### src/rtl/user_lookup_pkg.sv
// Shared types and record-field helpers for the user lookup controller.
package user_lookup_pkg;

  typedef enum logic [1:0] {IDLE, WAIT, CMP, FIN} state_t;

  localparam int unsigned WORD_MAX = 64;
  localparam logic [WORD_MAX-1:0] DEF_SENTINEL = '1;

  function automatic logic [WORD_MAX-1:0] key_of(input logic [WORD_MAX-1:0] word,
                                                 input int unsigned key_w);
    logic [WORD_MAX-1:0] mask;
    mask = (WORD_MAX'(1) << key_w) - WORD_MAX'(1);
    return word & mask;
  endfunction

  function automatic logic [WORD_MAX-1:0] lvl_of(input logic [WORD_MAX-1:0] word,
                                                 input int unsigned key_w);
    return word >> key_w;
  endfunction

endpackage

### src/rtl/user_lookup_retry_guard.sv
// Consecutive-failure counter with lockout; unlock overrides a coincident failure.
module lookup_retry_guard #(
  parameter int unsigned MAX_TRIES = 3
) (
  input  logic       clk,
  input  logic       rst,
  input  logic       i_fin,
  input  logic       i_hit,
  input  logic       i_unlock,
  output logic [3:0] o_fail_cnt,
  output logic       o_locked
);

  logic [3:0] r_cnt;
  logic       r_locked;
  logic [3:0] w_next;

  assign w_next = (r_cnt == 4'hF) ? r_cnt : r_cnt + 4'd1;

  always_ff @(posedge clk) begin
    if (!rst) begin
      r_cnt    <= '0;
      r_locked <= 1'b0;
    end else if (i_unlock) begin
      r_cnt    <= '0;
      r_locked <= 1'b0;
    end else if (i_fin) begin
      if (i_hit) begin
        r_cnt <= '0;
      end else begin
        r_cnt <= w_next;
        if (32'(w_next) >= MAX_TRIES) r_locked <= 1'b1;
      end
    end
  end

  assign o_fail_cnt = r_cnt;
  assign o_locked   = r_locked;

endmodule

### src/rtl/user_lookup.sv
// Scans an external synchronous ROM of {level, key} records for a requested key.
module user_lookup
  import user_lookup_pkg::*;
#(
  parameter int unsigned       KEY_W     = 16,
  parameter int unsigned       LVL_W     = 2,
  parameter int unsigned       ADDR_W    = 8,
  parameter int unsigned       ROM_LAT   = 1,
  parameter logic [KEY_W-1:0]  SENTINEL  = KEY_W'(DEF_SENTINEL),
  parameter int unsigned       MAX_TRIES = 3
) (
  input  logic                    clk,
  input  logic                    rst,
  input  logic                    start,
  input  logic [KEY_W-1:0]        key,
  input  logic                    unlock,
  output logic [ADDR_W-1:0]       rom_addr,
  input  logic [KEY_W+LVL_W-1:0]  rom_data,
  output logic                    busy,
  output logic                    done,
  output logic                    found,
  output logic [LVL_W-1:0]        level,
  output logic [ADDR_W-1:0]       match_addr,
  output logic [3:0]              fail_cnt,
  output logic                    locked
);

  localparam int unsigned LAT_W = $clog2(ROM_LAT + 1);

  state_t              r_state, w_next;
  logic [KEY_W-1:0]    r_key;
  logic [ADDR_W-1:0]   r_addr;
  logic [LAT_W-1:0]    r_lat;
  logic                r_busy, r_done, r_found;
  logic [LVL_W-1:0]    r_level;
  logic [ADDR_W-1:0]   r_maddr;

  logic [KEY_W-1:0]    w_dkey;
  logic [LVL_W-1:0]    w_dlvl;
  logic                w_sent, w_hit, w_last, w_accept, w_fin, w_locked;

  assign w_dkey   = KEY_W'(key_of(WORD_MAX'(rom_data), KEY_W));
  assign w_dlvl   = LVL_W'(lvl_of(WORD_MAX'(rom_data), KEY_W));
  assign w_sent   = (w_dkey == SENTINEL);
  assign w_hit    = (w_dkey == r_key);
  assign w_last   = &r_addr;
  assign w_accept = start && !w_locked;
  assign w_fin    = (r_state == FIN);

  always_ff @(posedge clk) begin
    if (!rst) r_state <= IDLE;
    else      r_state <= w_next;
  end

  always_comb begin
    w_next = r_state;
    case (r_state)
      IDLE:    if (w_accept) w_next = WAIT;
      WAIT:    if (r_lat == LAT_W'(1)) w_next = CMP;
      CMP:     w_next = (w_sent || w_hit || w_last) ? FIN : WAIT;
      FIN:     w_next = IDLE;
      default: w_next = IDLE;
    endcase
  end

  // Sentinel is tested ahead of match, so a SENTINEL key can never report a hit.
  always_ff @(posedge clk) begin
    if (!rst) begin
      r_key   <= '0;
      r_addr  <= '0;
      r_lat   <= '0;
      r_busy  <= 1'b0;
      r_done  <= 1'b0;
      r_found <= 1'b0;
      r_level <= '0;
      r_maddr <= '0;
    end else begin
      r_done <= 1'b0;
      case (r_state)
        IDLE: begin
          if (w_accept) begin
            r_key   <= key;
            r_addr  <= '0;
            r_found <= 1'b0;
            r_level <= '0;
            r_maddr <= '0;
            r_busy  <= 1'b1;
            r_lat   <= LAT_W'(ROM_LAT);
          end
        end
        WAIT: r_lat <= r_lat - LAT_W'(1);
        CMP: begin
          if (w_sent) begin
            r_found <= 1'b0;
          end else if (w_hit) begin
            r_found <= 1'b1;
            r_level <= w_dlvl;
            r_maddr <= r_addr;
          end else if (!w_last) begin
            r_addr <= r_addr + ADDR_W'(1);
            r_lat  <= LAT_W'(ROM_LAT);
          end
        end
        FIN: begin
          r_done <= 1'b1;
          r_busy <= 1'b0;
        end
        default: ;
      endcase
    end
  end

  lookup_retry_guard #(.MAX_TRIES(MAX_TRIES)) u_guard (
    .clk        (clk),
    .rst        (rst),
    .i_fin      (w_fin),
    .i_hit      (r_found),
    .i_unlock   (unlock),
    .o_fail_cnt (fail_cnt),
    .o_locked   (w_locked)
  );

  assign rom_addr   = r_addr;
  assign busy       = r_busy;
  assign done       = r_done;
  assign found      = r_found;
  assign level      = r_level;
  assign match_addr = r_maddr;
  assign locked     = w_locked;

endmodule

### config.mk
export PLATFORM = sky130hd
export DESIGN_NAME = user_lookup
export DESIGN_NICKNAME = d
export VERILOG_FILES = /design/src/rtl/user_lookup_pkg.sv /design/src/rtl/user_lookup_retry_guard.sv /design/src/rtl/user_lookup.sv
export SDC_FILE = /design/constraint.sdc
export NUM_CORES = 1
export LEC_CHECK = 0
export ABC_AREA = 1
export ABC_CLOCK_PERIOD_IN_PS = 1700
export CAP_MARGIN = 20
export CORE_MARGIN = 3
export CORE_UTILIZATION = 30
export DETAILED_ROUTE_END_ITERATION = 6
export GPL_TIMING_DRIVEN = 0
export PLACE_DENSITY = 0.56
export SLEW_MARGIN = 20
export SYNTH_ARGS = -nofsm -noshare
export SYNTH_HDL_FRONTEND = slang
export SYNTH_SLANG_ARGS = --single-unit
### constraint.sdc
create_clock -name clk -period 1.7 [get_ports clk]
set_input_delay 0.425 -clock clk [delete_from_list [all_inputs] [get_ports clk]]
set_output_delay 0.425 -clock clk [all_outputs]
set_load 0.05 [all_outputs]
# Word-level counts from Yosys, hierarchy flattened
# Cells that the tools add are included.
# word_totals
register_bits,45
inputBits,38
output_inout_bits,26
word_cells,77
# classes
n_addsub,3
n_lt_le_gt_ge,1
n_eq_ne,13
mux,29
bitwise_logic,2
reduce_logical,18
# op_table
cell,n
$mux W8,6
$pmux W8 S2,2
$eq A16 B16 Y1,1
$eq A16 B16 Y1 const B,1
$mux W2,6
$ne A2 B2 Y1 const B,6
$reduce_and A5 Y1,2
$add A8 B1 Y8 const B,1
$mux W1,8
$mux W4,2
$pmux W2 S4,1
$reduce_and A8 Y1,1
$reduce_and A2 Y1,3
$reduce_and A3 Y1,2
$add A4 B1 Y4 const B,1
$eq A2 B2 Y1 const B,2
$eq A4 B4 Y1 const B,1
$ge A4 B2 Y1 const B,1
$pmux W1 S2,2
$pmux W2 S2,1
$reduce_and A4 Y1,1
$reduce_bool A2 Y1,2
$ne A3 B3 Y1 const B,1
$pmux W1 S3,1
9 further kinds,11

# Logic depth before layout (Yosys ltp)
# Gate-level depths: netlist of run 1.
# depth
ltp_word,5
depth_mapped,12
depth_no_buf,12

# Cells and area by module
# A second synthesis of run 1 with hierarchy kept.
# unflattened
hier_cells,423
area_unflattened_um2,2566.2
# by_module_without_submodules
mod,n_inst,cells_each,area_per_inst_um2,seq_area_each_um2
user_lookup,1,375,2255.9,800.8
lookup_retry_guard,1,48,310.3,100.1

# Worst setup path after synthesis of run 1
# OpenSTA, ideal clock, no wires.
# synth_path
path_kind,register to register
startpoint,reg r_addr[1] (netlist: rom_addr[1])
endpoint,reg r_addr[0] (netlist: rom_addr[0])
setup_ns,0.114
arrival_time_ns,1.805
required_time_ns,1.586
path_slack_ns,-0.219
path_stages_with_launch,11
path_buffers,0
period_less_slack_ns,1.919
cell_sequence,dfxtp_1 ha_1 nand2_2 nor2_2 nand2_1 nor3_4 nor2_4 nand3_4 nand2_1 nand2_1 nor2_1
# synth_between
elab_chain_len,3
# synth_rtl
element,line_no,source
from (decl),user_lookup.sv:32,logic [ADDR_W-1:0] r_addr;
from (signal assigned),user_lookup.sv:100,r_addr <= r_addr + ADDR_W'(1);
$reduce_and A8 Y1,user_lookup.sv:46,assign w_last = &r_addr;
$ne A2 B2 Y1 (no line),-,
$reduce_and A5 Y1 (no line),-,
# No other way between the ends.
# A chain may end at the register's enable or synchronous reset.

# Final worst setup path of run 1
# layout_path
startpoint,reg r_addr[4] (netlist: rom_addr[4])
endpoint,out rom_addr[4]
# layout_lines
element,line_no,source
to (decl),user_lookup.sv:17,"output logic [ADDR_W-1:0] rom_addr,"
# No word-level cell between the ends.

==> flow_summary_export.csv, run 1 <==
group,metric,value,unit
routing,drtIter0Drc,70,
clock_network,insertion_delay,300,ps
synthesis,synth_area_per_cell,6.28,µm²
sta,fin_tns_setup,0,ps
sta,skew,9.78,ps
die,initial_core_util,0.316,
final_layout,n_antenna_cell,0,
placement,io_buffer_count,62,
critical_path,critPathMaxStageDelay,540,ps
final_layout,stdcell_area,0.00350,mm²
global_routing,grt-ovfl-total,0,
critical_path,start_kind,"flip-flop",
critical_path,worst-path-max-fanout,6,
clock_network,cts_max_level,2,
worst_hold_path,hp-class,"flip-flop to flip-flop",
routing,routedWlPerCell,11.6,µm
pwr,total_power,3.31,mW
routing,vias_per_cell,4.52,
die,rows,32,
critical_path,arrival,1230,ps
global_routing,grt_pass1_wl,11200,µm
critical_path,slowest_stage,"dlygate4sd2_1",
placement,dp.cells,560,
flow_run,cap_violations,0,
outcome,outcome,"finished clean",
routing,drtAntennaViolNets,0,
synthesis,syn_inst,396,
synthesis,seq_area_frac_synth,0.362,
global_routing,grt_max_degree,16,
sta,period_needed,1650,ps
routing,finalWirelength,6680,µm
final_layout,finalNetCount,513,
global_routing,grt_use_total,0.142,
clock_network,clock_sinks,45,
critical_path,crit_type,"flip-flop to primary output",
synthesis,ys_types,29,
critical_path,cp_cell_sequence,"dlygate4sd2_1",
global_routing,first_global_vias,2466,
final_layout,drive_gt1_frac,0.148,
die,die_area,0.00942,mm²
synthesis,ys_warn_count,0,
die,die_w,97.1,µm
final_layout,layout_common_cells,"119 x nand2_1, 51 x inv_1, 44 x nor2_1, 40 x dfxtp_1, 32 x a21oi_1",
pwr,leakage,1.67,nW
pwr,peakVddDrop,626,µV
sta,slew_violations,0,
clock_network,cts_buffers,5,
pwr,power.density,945,mW/mm²
sta,rsz0062_at_grt,"false",
routing,via_count,2604,
sta,hold_viol,0,
die,io_pins,64,
sta,max_clock_freq,605,MHz
sta,whs,471,ps
placement,dpl_cell_area,0.00325,mm²
clock_network,clockBufferDepth,2,
sta,slew_headroom,0.660,
die,fp.coreArea,0.00789,mm²
placement,hpwl,4900,µm
critical_path,end_kind,"primary output",
synthesis,netlist_area,0.00249,mm²
routing,drc_errors,0,
final_layout,final_common_cell,"nand2_1",
final_layout,fill_cells,843,
clock_network,path_clk_slew,90,ps
sta,setup_viol,0,
global_routing,antenna_found_initial,0,
final_layout,area_delta_synth_final,40.8,%
critical_path,cp_num_buf_inv,1,
critical_path,crit_family,"buffers and inverters",
die,dieHeight,97.1,µm
sta,worst_pin_slew,512,ps
sta,period_share,0.972,
clock_network,cts_tree,"done",
synthesis,ys_ff_latch,45,
synthesis,syn-num-nets,436,
critical_path,required,1270,ps
routing,drt-pass1-iter-count,4,
final_layout,post_layout_nonfiller_instances,576,
clock_network,ctsRootBufferMaster,"clkbuf_8",
placement,place_congestion,0.813,
==> final timing paths <==
path                                                from                  endpoint  slack (ps)  cells after the start
worst max-delay path            rom_addr[4]$_SDFFE_PN0P_               rom_addr[4]          50                      1
worst min-delay path               r_key[5]$_SDFFE_PN0P_     r_key[5]$_SDFFE_PN0P_         470                      2
worst max register to register  rom_addr[0]$_SDFFE_PN0P_  rom_addr[6]$_SDFFE_PN0P_         110                      9
worst min register to register     r_key[5]$_SDFFE_PN0P_     r_key[5]$_SDFFE_PN0P_         470                      2
==> metal layers <==
layer  GRT usage  vias to the layer above  share of wire
met3      0.0316                        4          0.039
li1            -                     1400              -
met5           0                        -              0
met1       0.187                     1156           0.49
met4      0.0421                        0         0.0069
met2       0.234                       44           0.47
==> cells in the mapped netlist <==
cell type  instances  area, µm²
a21oi_1           36        180
buf_1              2       7.51
buf_2              4       20.0
buf_4              3       22.5
clkbuf_1           4       15.0
dfxtp_1           45        901
ha_1               2       25.0
inv_1             54        203
inv_2              3       11.3
nand2_1          122        458
nand2_2            2       12.5
nand3_1           18       90.1
nand3_2            2       20.0
nand3_4            1       17.5
nand3b_1           2       15.0
nand4_1            7       43.8
nor2_1            45        169
nor2_2             4       25.0
nor2_4             1       11.3
nor3_1             7       35.0
nor3_2             2       20.0
nor3_4             1       16.3
o21ai_0           20        100
o21ai_2            1       8.76
o31ai_1            1       7.51
or2_1              2       12.5
or2_2              1       6.26
xnor2_1            2       17.5
xor2_1             2       17.5
==> through the flow <==
stage,worst slack (ps),util
3_5_place_dp,-472,0.412
5_1_grt,6.28,0.444
3_3_place_gp,-479,0.412
2_1_floorplan,5.92,-
6_report,48.3,0.444
4_1_cts,10.7,0.436
==> final cells by class <==
type	instances	area, µm²	area share
Inverter	57	214	0.0611
Clock inverter	3	46.3	0.0132
Clock buffer	5	68.8	0.0196
Buffer	13	87.6	0.0250
Sequential cell	45	912	0.260
Timing Repair Buffer	68	622	0.177
Tap cell	102	128	0.0364
Multi-Input combinational cell	283	1430	0.407
==> report_power, final <==
part           internal, mW  leakage, nW  switching, mW  total [mW]
logic                 0.416         1.24          0.762        1.18
clock network         0.441       0.0543          0.392       0.833
registers              1.20        0.373          0.103        1.30
total                  2.05         1.67           1.26        3.31
==> flip-flops by register name (all words and copies together), names as in the netlist, 2 cells and up <==
signal,count
u_guard.o_fail_cnt,4
rom_addr,8
level,2
r_key,16
match_addr,8
r_state,2
==> cells by family after synthesis <==
logic type,Yosys count,share of synthesized area
and+or+nand+nor,217,0.383
adders and majority gates,2,0.0101
xor gates and xnor gates,4,0.0141
DFF,45,0.362
buffers and inverters,70,0.112
AOI/OAI and AO/OA,58,0.119
==> timing repair <==
| item | CTS | global route |
|---|---|---|
| resized for setup | 66 | 32 |
| cloned | 3 | 0 |
| hold buffers | 0 | 0 |
| buffers inserted | 3 | 2 |
| setup endpoints to repair | 45 | 40 |
| pin swaps | 11 | 6 |
Note: power is estimated with default switching activity, not from simulation.
==> run 2, diff against run 1 <==
--- a/config.mk
+++ b/config.mk
@@ -12,8 +12,8 @@
 export CORE_UTILIZATION = 30
 export DETAILED_ROUTE_END_ITERATION = 6
 export GPL_TIMING_DRIVEN = 0
-export PLACE_DENSITY = 0.56
-export SLEW_MARGIN = 20
+export PLACE_DENSITY = 0.55
 export SYNTH_ARGS = -nofsm -noshare
 export SYNTH_HDL_FRONTEND = slang
+export SYNTH_HIERARCHICAL = 1
 export SYNTH_SLANG_ARGS = --single-unit
==> run 2 against run 1 <==
  * Non-clock buffer count grew 11
  * Die area grew 2.9%
  * Sequential cell count did not move
  * Critical path type unchanged
==> flow_summary_export.csv, run 2 <==
group,metric,value,unit
final_layout,n_antenna_cell,0,
sta,worst_pin_slew,585,ps
sta,slew_headroom,0.610,
critical_path,worst-path-max-fanout,6,
synthesis,ys_types,26,
pwr,leakage,1.79,nW
final_layout,stdcell_area,0.00366,mm²
final_layout,final_common_cell,"nand2_1",
critical_path,end_kind,"primary output",
synthesis,ys_async_sr_fraction,0,
final_layout,largest_reg_flops,16,
routing,finalWirelength,7380,µm
sta,period_share,0.982,
pwr,power.density,799,mW/mm²
final_layout,top_register,"r_key",
critical_path,r2r-start,"r_state[1]$_SDFFE_PN0P_",
synthesis,ys_ff_latch,45,
global_routing,grt_use_total,0.151,
synthesis,post-synth-top-area-cell,"dfxtp_1",
synthesis,syn_inst,423,
sta,setup_viol,0,
critical_path,reg2reg_to,"rom_addr[1]$_SDFFE_PN0P_",
routing,drtAntennaViolNets,0,
global_routing,grt_pass1_wl,12100,µm
flow_run,cap_violations,0,
die,die_area,0.00970,mm²
critical_path,slowest_stage,"dlygate4sd2_1",
global_routing,grt_max_degree,16,
final_layout,fill_cells,894,
clock_network,hold_buffers,0,
clock_network,cts_tree,"done",
placement,dpl_cell_area,0.00334,mm²
synthesis,netlist_area,0.00257,mm²
placement,place_congestion,0.843,
routing,drc_errors,0,
die,rows,33,
synthesis,synthTopCellsByArea,"dfxtp_1 35%, nand2_1 21%, inv_1 10%",
synthesis,seq_area_frac_synth,0.351,
critical_path,path_depth,1,
clock_network,insertion_delay,310,ps
routing,drtIter0Drc,106,
clock_network,cts_max_level,2,
final_layout,area_delta_synth_final,42.6,%
critical_path,critPathMaxStageDelay,550,ps
worst_hold_path,hp-class,"flip-flop to flip-flop",
clock_network,clock_sinks,45,
die,io_pins,64,
die,fp.coreArea,0.00826,mm²
sta,skew,9.18,ps
routing,drt-pass1-iter-count,4,
critical_path,setup.worst_path.start,"rom_addr[4]$_SDFFE_PN0P_",
critical_path,regToRegSetupSlack,120,ps
pwr,peakVddDrop,350,µV
synthesis,syn-num-nets,463,
global_routing,grt-ovfl-total,0,
critical_path,r2r_cells,8,
sta,period_needed,1670,ps
synthesis,synth_top_area_frac,0.351,
die,dieHeight,98.5,µm
critical_path,cp_num_buf_inv,1,
clock_network,clockBufferDepth,2,
critical_path,required,1270,ps
sta,slew_violations,0,
sta,max_clock_freq,599,MHz
die,die_w,98.5,µm
global_routing,antenna_found_initial,0,
critical_path,crit_family,"buffers and inverters",
synthesis,ys.flop_type,"dfxtp_1",
critical_path,arrival,1240,ps
critical_path,cp_cell_sequence,"dlygate4sd2_1",
die,initial_core_util,0.311,
placement,hpwl,5390,µm
global_routing,first_global_vias,2644,
pwr,total_power,2.92,mW
routing,vias_per_cell,4.50,
synthesis,synthTopCellsByCount,"142 x nand2_1, 71 x inv_1, 48 x nor2_1",
critical_path,crit_type,"flip-flop to primary output",
routing,via_count,2783,
final_layout,drive_gt1_frac,0.173,
critical_path,critPathCapture,"rom_addr[4]",
clock_network,ctsRootBufferMaster,"clkbuf_8",
synthesis,ys_warn_count,6,
final_layout,layout_common_cells,"133 x nand2_1, 66 x inv_1, 45 x nor2_1, 38 x dfxtp_1, 34 x a21oi_1",
placement,io_buffer_count,63,
synthesis,synth_edf_count,0,
synthesis,synth_area_per_cell,6.07,µm²
final_layout,finalNetCount,552,
sta,hold_viol,0,
outcome,outcome,"finished clean",
clock_network,cts_buffers,5,
routing,routedWlPerCell,11.9,µm
critical_path,start_kind,"flip-flop",
clock_network,path_clk_slew,90,ps
synthesis,synth.most_common_cell,"nand2_1",
sta,rsz0062_at_grt,"true",
-- run 2: worst min path at each step --
| stage | startpoint | end | slack [ps] | depth (start not counted) |
|---|---|---|---|---|
| after floorplan | r_key[0]$_SDFFE_PN0P_ | r_key[0]$_SDFFE_PN0P_ | 440 | 2 |
| after global placement | match_addr[7]$_SDFFE_PN0P_ | match_addr[7]$_SDFFE_PN0P_ | 450 | 2 |
| after detailed placement | match_addr[7]$_SDFFE_PN0P_ | match_addr[7]$_SDFFE_PN0P_ | 460 | 2 |
| after CTS | match_addr[7]$_SDFFE_PN0P_ | match_addr[7]$_SDFFE_PN0P_ | 470 | 2 |
| after global routing | r_key[0]$_SDFFE_PN0P_ | r_key[0]$_SDFFE_PN0P_ | 490 | 2 |
| final | match_addr[7]$_SDFFE_PN0P_ | match_addr[7]$_SDFFE_PN0P_ | 470 | 2 |
-- run 2: metrics by stage --
step                      setup slack [ps]  setup TNS [ps]  instances  hold slack [ps]   util
after floorplan                       79.5               0        423              444      -
after global placement                -636          -15390        591              455  0.405
after detailed placement              -624          -15830        591              458  0.405
after CTS                             2.71               0        607              470  0.427
after global routing                 -17.5           -45.6        618              494  0.443
final                                 30.0               0        618              472  0.443
-- run 2: kinds of logic (layout without fill, tap and decap cells) --
group | after synthesis | in the layout | synth area share
buf+inv | 83 | 173 | 0.123
simple gates | 234 | 234 | 0.396
compound gates | 58 | 58 | 0.117
flops | 45 | 45 | 0.351
xor+xnor | 1 | 1 | 0.00341
fa+ha+maj | 2 | 2 | 0.00975
-- run 2: where the power goes --
| part | switching [mW] | internal [mW] | total [mW] |
|---|---|---|---|
| clock network | 0.399 | 0.292 | 0.691 |
| logic | 0.617 | 0.375 | 0.992 |
| registers | 0.0793 | 1.16 | 1.24 |
| total | 1.10 | 1.83 | 2.92 |
-- run 2: worst min-delay path, cell delays in order (launching register included) --
cell and delay (ps):
dfxtp_1 320, nand2_1 60, a21oi_1 50
-- run 2: final cells by class --
| cell class | instances | area [µm²] | share of cell area |
|---|---|---|---|
| buffer | 10 | 56.3 | 0.0154 |
| multi-input combinational | 295 | 1450 | 0.397 |
| sequential | 45 | 917 | 0.251 |
| tap | 105 | 131 | 0.0359 |
| clock inverter | 3 | 22.5 | 0.00615 |
| inverter | 73 | 274 | 0.0749 |
| timing repair buffer | 82 | 736 | 0.201 |
| clock buffer | 5 | 68.8 | 0.0188 |
-- run 2: what timing repair did --
item                                    in CTS  in global routing
gates resized for setup                     76                 37
pin swaps                                   20                  9
buffers inserted                             7                 11
endpoints found under the setup margin      51                 39
gates cloned                                 1                  0
endpoints found under the hold margin        0                  0
-- run 2: per-layer routing --
metal  up-vias  GRT usage  wire (µm)
met5         -          0          0
met2        50      0.249       3510
li1       1480          -          -
met3         8     0.0276        280
met1      1245      0.205       3490
met4         0     0.0368        102
